[config.mk]
export PLATFORM = sky130hd
export DESIGN_NAME = speech_cmd_decider_flat
export DESIGN_NICKNAME = d
export VERILOG_FILES = /design/src/rtl/speech_cmd_decider_if.sv /design/src/rtl/speech_cmd_decider.sv /design/src/flat_wrapper.sv
export SDC_FILE = /design/constraint.sdc
export NUM_CORES = 1
export LEC_CHECK = 0
export CORE_ASPECT_RATIO = 1.5
export CORE_MARGIN = 3
export CORE_UTILIZATION = 50
export CTS_BUF_LIST = sky130_fd_sc_hd__clkbuf_16
export DETAILED_ROUTE_END_ITERATION = 8
export GPL_TIMING_DRIVEN = 0
export PLACE_DENSITY = 0.75
export SETUP_SLACK_MARGIN = 0.5
export SLEW_MARGIN = 20
export SYNTH_ARGS = -nofsm -noshare
export SYNTH_HDL_FRONTEND = slang
export SYNTH_SLANG_ARGS = --single-unit
[constraint.sdc]
create_clock -name clk -period 1.96 [get_ports clk]
set_input_delay 0.294 -clock clk [delete_from_list [all_inputs] [get_ports clk]]
set_output_delay 0.294 -clock clk [all_outputs]
set_load 0.1 [all_outputs]
[src/rtl/speech_cmd_decider_if.sv]
// Classifier-to-decider frame handshake: one frame per cls_valid & cls_ready.
interface speech_cmd_decider_if #(
    parameter int CONF_W = 8
);
    logic              cls_valid;
    logic              cls_ready;
    logic [1:0]        cls_label;
    logic [CONF_W-1:0] cls_conf;

    modport master (output cls_valid, cls_label, cls_conf, input cls_ready);
    modport slave  (input cls_valid, cls_label, cls_conf, output cls_ready);
endinterface

[src/rtl/speech_cmd_decider.sv]
// Confirms an on/off command after N_CONSEC consecutive confident matching frames, then cools down.
// Latency: speech_rec/cmd_strobe two cycles after acceptance of the confirming frame.
// Backpressure: cls_ready drops only for the single EMIT cycle; SPEECH_CMD_HOLD_EN makes speech_rec sticky.
module speech_cmd_decider #(
    parameter int CONF_W       = 8,
    parameter int CONF_THR     = 160,
    parameter int N_CONSEC     = 3,
    parameter int GAP_CYC      = 2000,
    parameter int COOLDOWN_CYC = 50000
) (
    input  logic                 clk,
    input  logic                 rst_n,
    speech_cmd_decider_if.slave  cls,
    output logic [1:0]           speech_rec,
    output logic                 cmd_strobe,
    output logic                 busy
);
    localparam int TMR_MAX = (GAP_CYC > COOLDOWN_CYC) ? GAP_CYC : COOLDOWN_CYC;
    localparam int CNT_W   = $clog2(N_CONSEC + 1);
    localparam int TMR_W   = (TMR_MAX > 0) ? $clog2(TMR_MAX + 1) : 1;

    localparam logic [CNT_W-1:0] CNT_ONE  = CNT_W'(1);
    localparam logic [CNT_W-1:0] CNT_LAST = CNT_W'(N_CONSEC - 1);
    localparam logic [TMR_W-1:0] TMR_ONE  = TMR_W'(1);
    localparam logic [TMR_W-1:0] GAP_LD   = TMR_W'(GAP_CYC);
    localparam logic [TMR_W-1:0] CD_LD    = TMR_W'(COOLDOWN_CYC);

    typedef enum logic [1:0] {IDLE, COUNT, EMIT, COOLDOWN} state_t;

    state_t           state, state_nxt;
    logic [CNT_W-1:0] cnt, cnt_nxt;
    logic [TMR_W-1:0] tmr, tmr_nxt;
    logic [1:0]       cand, cand_nxt;
    logic [1:0]       rec_nxt;
    logic             strobe_nxt;
    logic             accept;
    logic             qual;

    assign accept = cls.cls_valid & cls.cls_ready;
    assign qual   = accept
                  & ((cls.cls_label == 2'd1) | (cls.cls_label == 2'd2))
                  & (cls.cls_conf >= CONF_W'(CONF_THR));

    always_comb begin
        state_nxt  = state;
        cnt_nxt    = cnt;
        tmr_nxt    = tmr;
        cand_nxt   = cand;
        strobe_nxt = 1'b0;
`ifdef SPEECH_CMD_HOLD_EN
        rec_nxt    = speech_rec;
`else
        rec_nxt    = 2'd0;
`endif
        case (state)
            IDLE: begin
                if (qual) begin
                    cand_nxt  = cls.cls_label;
                    cnt_nxt   = CNT_ONE;
                    tmr_nxt   = GAP_LD;
                    state_nxt = (N_CONSEC == 1) ? EMIT : COUNT;
                end
            end
            COUNT: begin
                if (accept) begin
                    // An arriving frame takes precedence over a gap expiring in the same cycle.
                    tmr_nxt = GAP_LD;
                    if (!qual) begin
                        state_nxt = IDLE;
                        cnt_nxt   = '0;
                    end else if (cls.cls_label == cand) begin
                        cnt_nxt = cnt + CNT_ONE;
                        if (cnt == CNT_LAST) begin
                            state_nxt = EMIT;
                        end
                    end else begin
                        cand_nxt = cls.cls_label;
                        cnt_nxt  = CNT_ONE;
                    end
                end else if (tmr <= TMR_ONE) begin
                    state_nxt = IDLE;
                    cnt_nxt   = '0;
                    tmr_nxt   = '0;
                end else begin
                    tmr_nxt = tmr - TMR_ONE;
                end
            end
            EMIT: begin
                strobe_nxt = 1'b1;
                rec_nxt    = cand;
                cnt_nxt    = '0;
                if (COOLDOWN_CYC == 0) begin
                    state_nxt = IDLE;
                    tmr_nxt   = '0;
                end else begin
                    state_nxt = COOLDOWN;
                    tmr_nxt   = CD_LD;
                end
            end
            COOLDOWN: begin
                // Frames are still accepted here so the classifier never stalls; they are discarded.
                if (tmr <= TMR_ONE) begin
                    state_nxt = IDLE;
                    tmr_nxt   = '0;
                end else begin
                    tmr_nxt = tmr - TMR_ONE;
                end
            end
            default: begin
                state_nxt = IDLE;
                cnt_nxt   = '0;
                tmr_nxt   = '0;
            end
        endcase
    end

    always_ff @(posedge clk or negedge rst_n) begin
        if (!rst_n) begin
            state         <= IDLE;
            cnt           <= '0;
            tmr           <= '0;
            cand          <= 2'd0;
            speech_rec    <= 2'd0;
            cmd_strobe    <= 1'b0;
            busy          <= 1'b0;
            cls.cls_ready <= 1'b1;
        end else begin
            state         <= state_nxt;
            cnt           <= cnt_nxt;
            tmr           <= tmr_nxt;
            cand          <= cand_nxt;
            speech_rec    <= rec_nxt;
            cmd_strobe    <= strobe_nxt;
            busy          <= (state_nxt != IDLE);
            cls.cls_ready <= (state_nxt != EMIT);
        end
    end
endmodule

[src/flat_wrapper.sv]
// flat-port wrapper written by rule: the top's interface ports become plain ports
module speech_cmd_decider_flat 
#(
    parameter int CONF_W       = 8,
    parameter int CONF_THR     = 160,
    parameter int N_CONSEC     = 3,
    parameter int GAP_CYC      = 2000,
    parameter int COOLDOWN_CYC = 50000
)
  (clk, rst_n, speech_rec, cmd_strobe, busy, cls_cls_valid, cls_cls_label, cls_cls_conf, cls_cls_ready);
  speech_cmd_decider_if #(.CONF_W(CONF_W)) cls_i ();
  input  logic clk;
  input  logic rst_n;
  output logic [1:0] speech_rec;
  output logic cmd_strobe;
  output logic busy;
  input wire logic [$bits(cls_i.cls_valid)-1:0] cls_cls_valid;
  input wire logic [$bits(cls_i.cls_label)-1:0] cls_cls_label;
  input wire logic [$bits(cls_i.cls_conf)-1:0] cls_cls_conf;
  output wire logic [$bits(cls_i.cls_ready)-1:0] cls_cls_ready;
  assign cls_i.cls_valid = cls_cls_valid;
  assign cls_i.cls_label = cls_cls_label;
  assign cls_i.cls_conf = cls_cls_conf;
  assign cls_cls_ready = cls_i.cls_ready;
  speech_cmd_decider #(.CONF_W(CONF_W), .CONF_THR(CONF_THR), .N_CONSEC(N_CONSEC), .GAP_CYC(GAP_CYC), .COOLDOWN_CYC(COOLDOWN_CYC)) u_core (.clk(clk), .rst_n(rst_n), .cls(cls_i), .speech_rec(speech_rec), .cmd_strobe(cmd_strobe), .busy(busy));
endmodule
==> results.ini <==
[pwr]
combPwrFrac=0.058
power_frac_clock=0.446
internal_power_uw=860
p_per_area_nw_per_um2=416
swShare=0.233
ir_worst_vdd_mv=0.482
design_power_total_mw=1.12
p_leak_nw=1.14
sequentialPowerShare=0.496
power.switching_uw=261

[routing]
routed_wirelength_mm=6.53
wire_per_inst_um=23.2
first_pass_iters=4
num_vias=1821
drtAntennaViolNets=0
drc=0
drtIter0Drc=94
vias_per_cell=6.46

[floorplan]
ios=18
dieWidth_um=52.9
start_util=0.543
rows=24
core_area_um2=3030
die_y_um=76.3
dieArea_um2=4030

[global_route]
grt_pass1_wl_mm=7.23
grt_usage=0.234
grt_max_degree=28
grt_antenna_before_repair=0
overflow=0
first_global_vias=1699

[worst_setup_path]
cp-start-kind=flip-flop
cp_slowest_cell=or3_4
worstSetupPathType=flip-flop to flip-flop
critPathMaxFanout=4
critPathTopFamily=simple AND/OR/NAND/NOR gates
arrival_ns=2.23
critPathRequiredTime_ns=2.12
crit_path_cell_trace=or3_4 > nor4b_4 > buf_6 > nand2_2 > a311o_1 > a21o_1
worst-path-buf-inv=1
critical-path-max-stage-delay_ns=0.45
crit_path_end_kind=flip-flop

[layout]
area_delta_synth_final_pct=63.4
design_area_um2=2690
final_nets=264
drive_gt1_frac=0.535
num_antenna_cells=0
layout.cells.non_filler=282

[placed_design]
place_inst=230
place_area_um2=1900
port_buffers=12
globalplace.congestion=0.833
hpwl_mm=2.83

[sta]
rsz0062_at_grt=yes
fmax_mhz=483
setup_viol=5
worstMarginPinSlew_ns=0.648
finalMaxSlewViolations=0
max-slew-margin-rel=0.565
fin_crit_sh=1.06
finClkSkew_ns=0.00286
timing_hold_violations_final=0
fin_ws_ns=-0.111
period_needed_ns=2.07

[yosys]
synth_ff_type=dfrtp_1
synth_area_leader_cell=dfrtp_1
synth_nets=199
synth_cell_type_count=52
yosysSeqAreaShare=0.411
yosys_warnings=0
synth_top_area_share=0.395
async_flop_share=1.00
syn_inst=179
synthesis.area_um2=1650
ys_top_cells_by_area=dfrtp_1 39%, a21oi_1 5.8%, ha_1 5.3%
synth.avg_cell_area_um2=9.21
synth-edff-count=0
synth.ff_latch_count=27

[cts]
cts-root-buf=clkbuf_16
clk_latency_ns=0.27
cts_buffers=3
cts.clk_slew.worst_paths_ns=0.07
clock-sinks=27
htreeDepth=1
hold_buffers=0
clockBufferDepth=2
cts_tree=built

[flow_run]
cap_violations=0

[run_status]
violations=setup timing
status=complete, but fails checks

[worst_hold_path]
min_path_type=input port to async pin

-- cells in the final DEF, fill, tap and decap left out, types with 4 or more instances in the layout --
| master | Yosys | final |
|---|---|---|
| a31oi_1 | 7 | 6 |
| nor2_1 | 10 | 7 |
| o21ai_1 | 2 | 4 |
| o21ai_2 | 0 | 5 |
| dfrtp_1 | 26 | 23 |
| nand3_1 | 6 | 5 |
| nand2_1 | 19 | 11 |
| a21oi_2 | 0 | 7 |
| nand2_2 | 0 | 5 |
| or3_4 | 1 | 4 |
| buf_6 | 0 | 10 |
| inv_1 | 12 | 7 |
| buf_4 | 0 | 40 |
| a21oi_1 | 19 | 10 |
| inv_2 | 0 | 4 |
-- timing repair --
action | CTS | global route
setup buffers | 26 | 21
setup endpoints to repair | 29 | 26
pin swaps | 13 | 29
gates cloned | 1 | 0
resized for setup | 51 | 60
-- per-stage QoR --
| step | utilization | hold slack [ns] | setup WS [ns] | setup TNS, ns |
|---|---|---|---|---|
| finish | 0.888 | 0.0394 | -0.111 | -0.249 |
| global route | 0.888 | 0.0792 | -0.166 | -0.629 |
| CTS | 0.765 | 0.0629 | 0.0205 | 0 |
| detailed placement | 0.628 | 0.346 | -0.329 | -3.36 |
| global placement | 0.630 | 0.467 | -0.290 | -2.56 |
| floorplan | - | -0.00159 | 0.0577 | 0 |
-- synthesized netlist by cell type, drive strengths merged (3+ instances only) --
| cell type | number |
|---|---|
| nand2b | 3 |
| and2 | 3 |
| clkbuf | 4 |
| o21ai | 10 |
| o21a | 3 |
| nand3 | 8 |
| ha | 7 |
| dfrtp | 26 |
| inv | 12 |
| nand2 | 19 |
| a21oi | 19 |
| nor2 | 10 |
| or3 | 6 |
| a31oi | 7 |
| nor3 | 3 |
-- power by group through the flow --
| stage | sequential, mW | clock [mW] | combinational, mW |
|---|---|---|---|
| final | 0.556 | 0.500 | 0.0651 |
| after floorplan | 0.568 | 0 | 0.0153 |
| after CTS | 0.557 | 0.479 | 0.0552 |
| after detailed placement | 0.567 | 0 | 0.0452 |
| after global placement | 0.568 | 0 | 0.0452 |
| after global routing | 0.556 | 0.512 | 0.0698 |
-- flip-flops by register name (all words and copies together) (netlist names) --
register              cells
u_core.busy               1
u_core.cand               2
u_core.cnt                2
u_core.speech_rec         2
u_core.state              2
u_core.tmr               16
u_core.cls.cls_ready      1
u_core.cmd_strobe         1
-- cell type report --
type	count	area [µm²]
inverter	12	48.8
timing repair buffer	60	528
tap	39	48.8
fill	126	340
buffer	5	65.1
sequential	27	684
multi-input combinational	135	1240
clock inverter	1	5.00
clock buffer	3	75.1
-- kinds of logic (layout without fill, tap and decap cells) --
kind of cell / Yosys count / after routing / synth area share
adders and majority gates: 7 / 7 / 0.0531
buffers and inverters: 17 / 81 / 0.0395
and+or+nand+nor: 65 / 65 / 0.239
xor gates and xnor gates: 4 / 4 / 0.0213
DFF: 27 / 27 / 0.411
AOI/OAI and AO/OA: 57 / 57 / 0.223
muxes: 2 / 2 / 0.0129
-- metal layers --
| metal | share of wire | global-route usage |
|---|---|---|
| met5 | 0 | 0 |
| met4 | 0.064 | 0.151 |
| met3 | 0.041 | 0.0274 |
| met2 | 0.53 | 0.427 |
| met1 | 0.37 | 0.231 |
-- final timing paths --
| kind | to | from | cells after the start | slack [ns] |
|---|---|---|---|---|
| setup reg to reg | u_core.cnt[1] | u_core.tmr[10] | 6 | -0.11 |
| max in group asynchronous | u_core.state[1] | rst_n | 1 | 1.47 |
| hold / removal | u_core.tmr[0] | rst_n | 1 | 0.04 |
| setup / recovery | u_core.cnt[1] | u_core.tmr[10] | 6 | -0.11 |
| hold reg to reg | u_core.speech_rec[1] | u_core.cand[1] | 1 | 0.54 |
| min in group clk | u_core.cand[0] | cls_cls_label[0] | 2 | 0.52 |
Note: power is estimated with default switching activity, not from simulation.
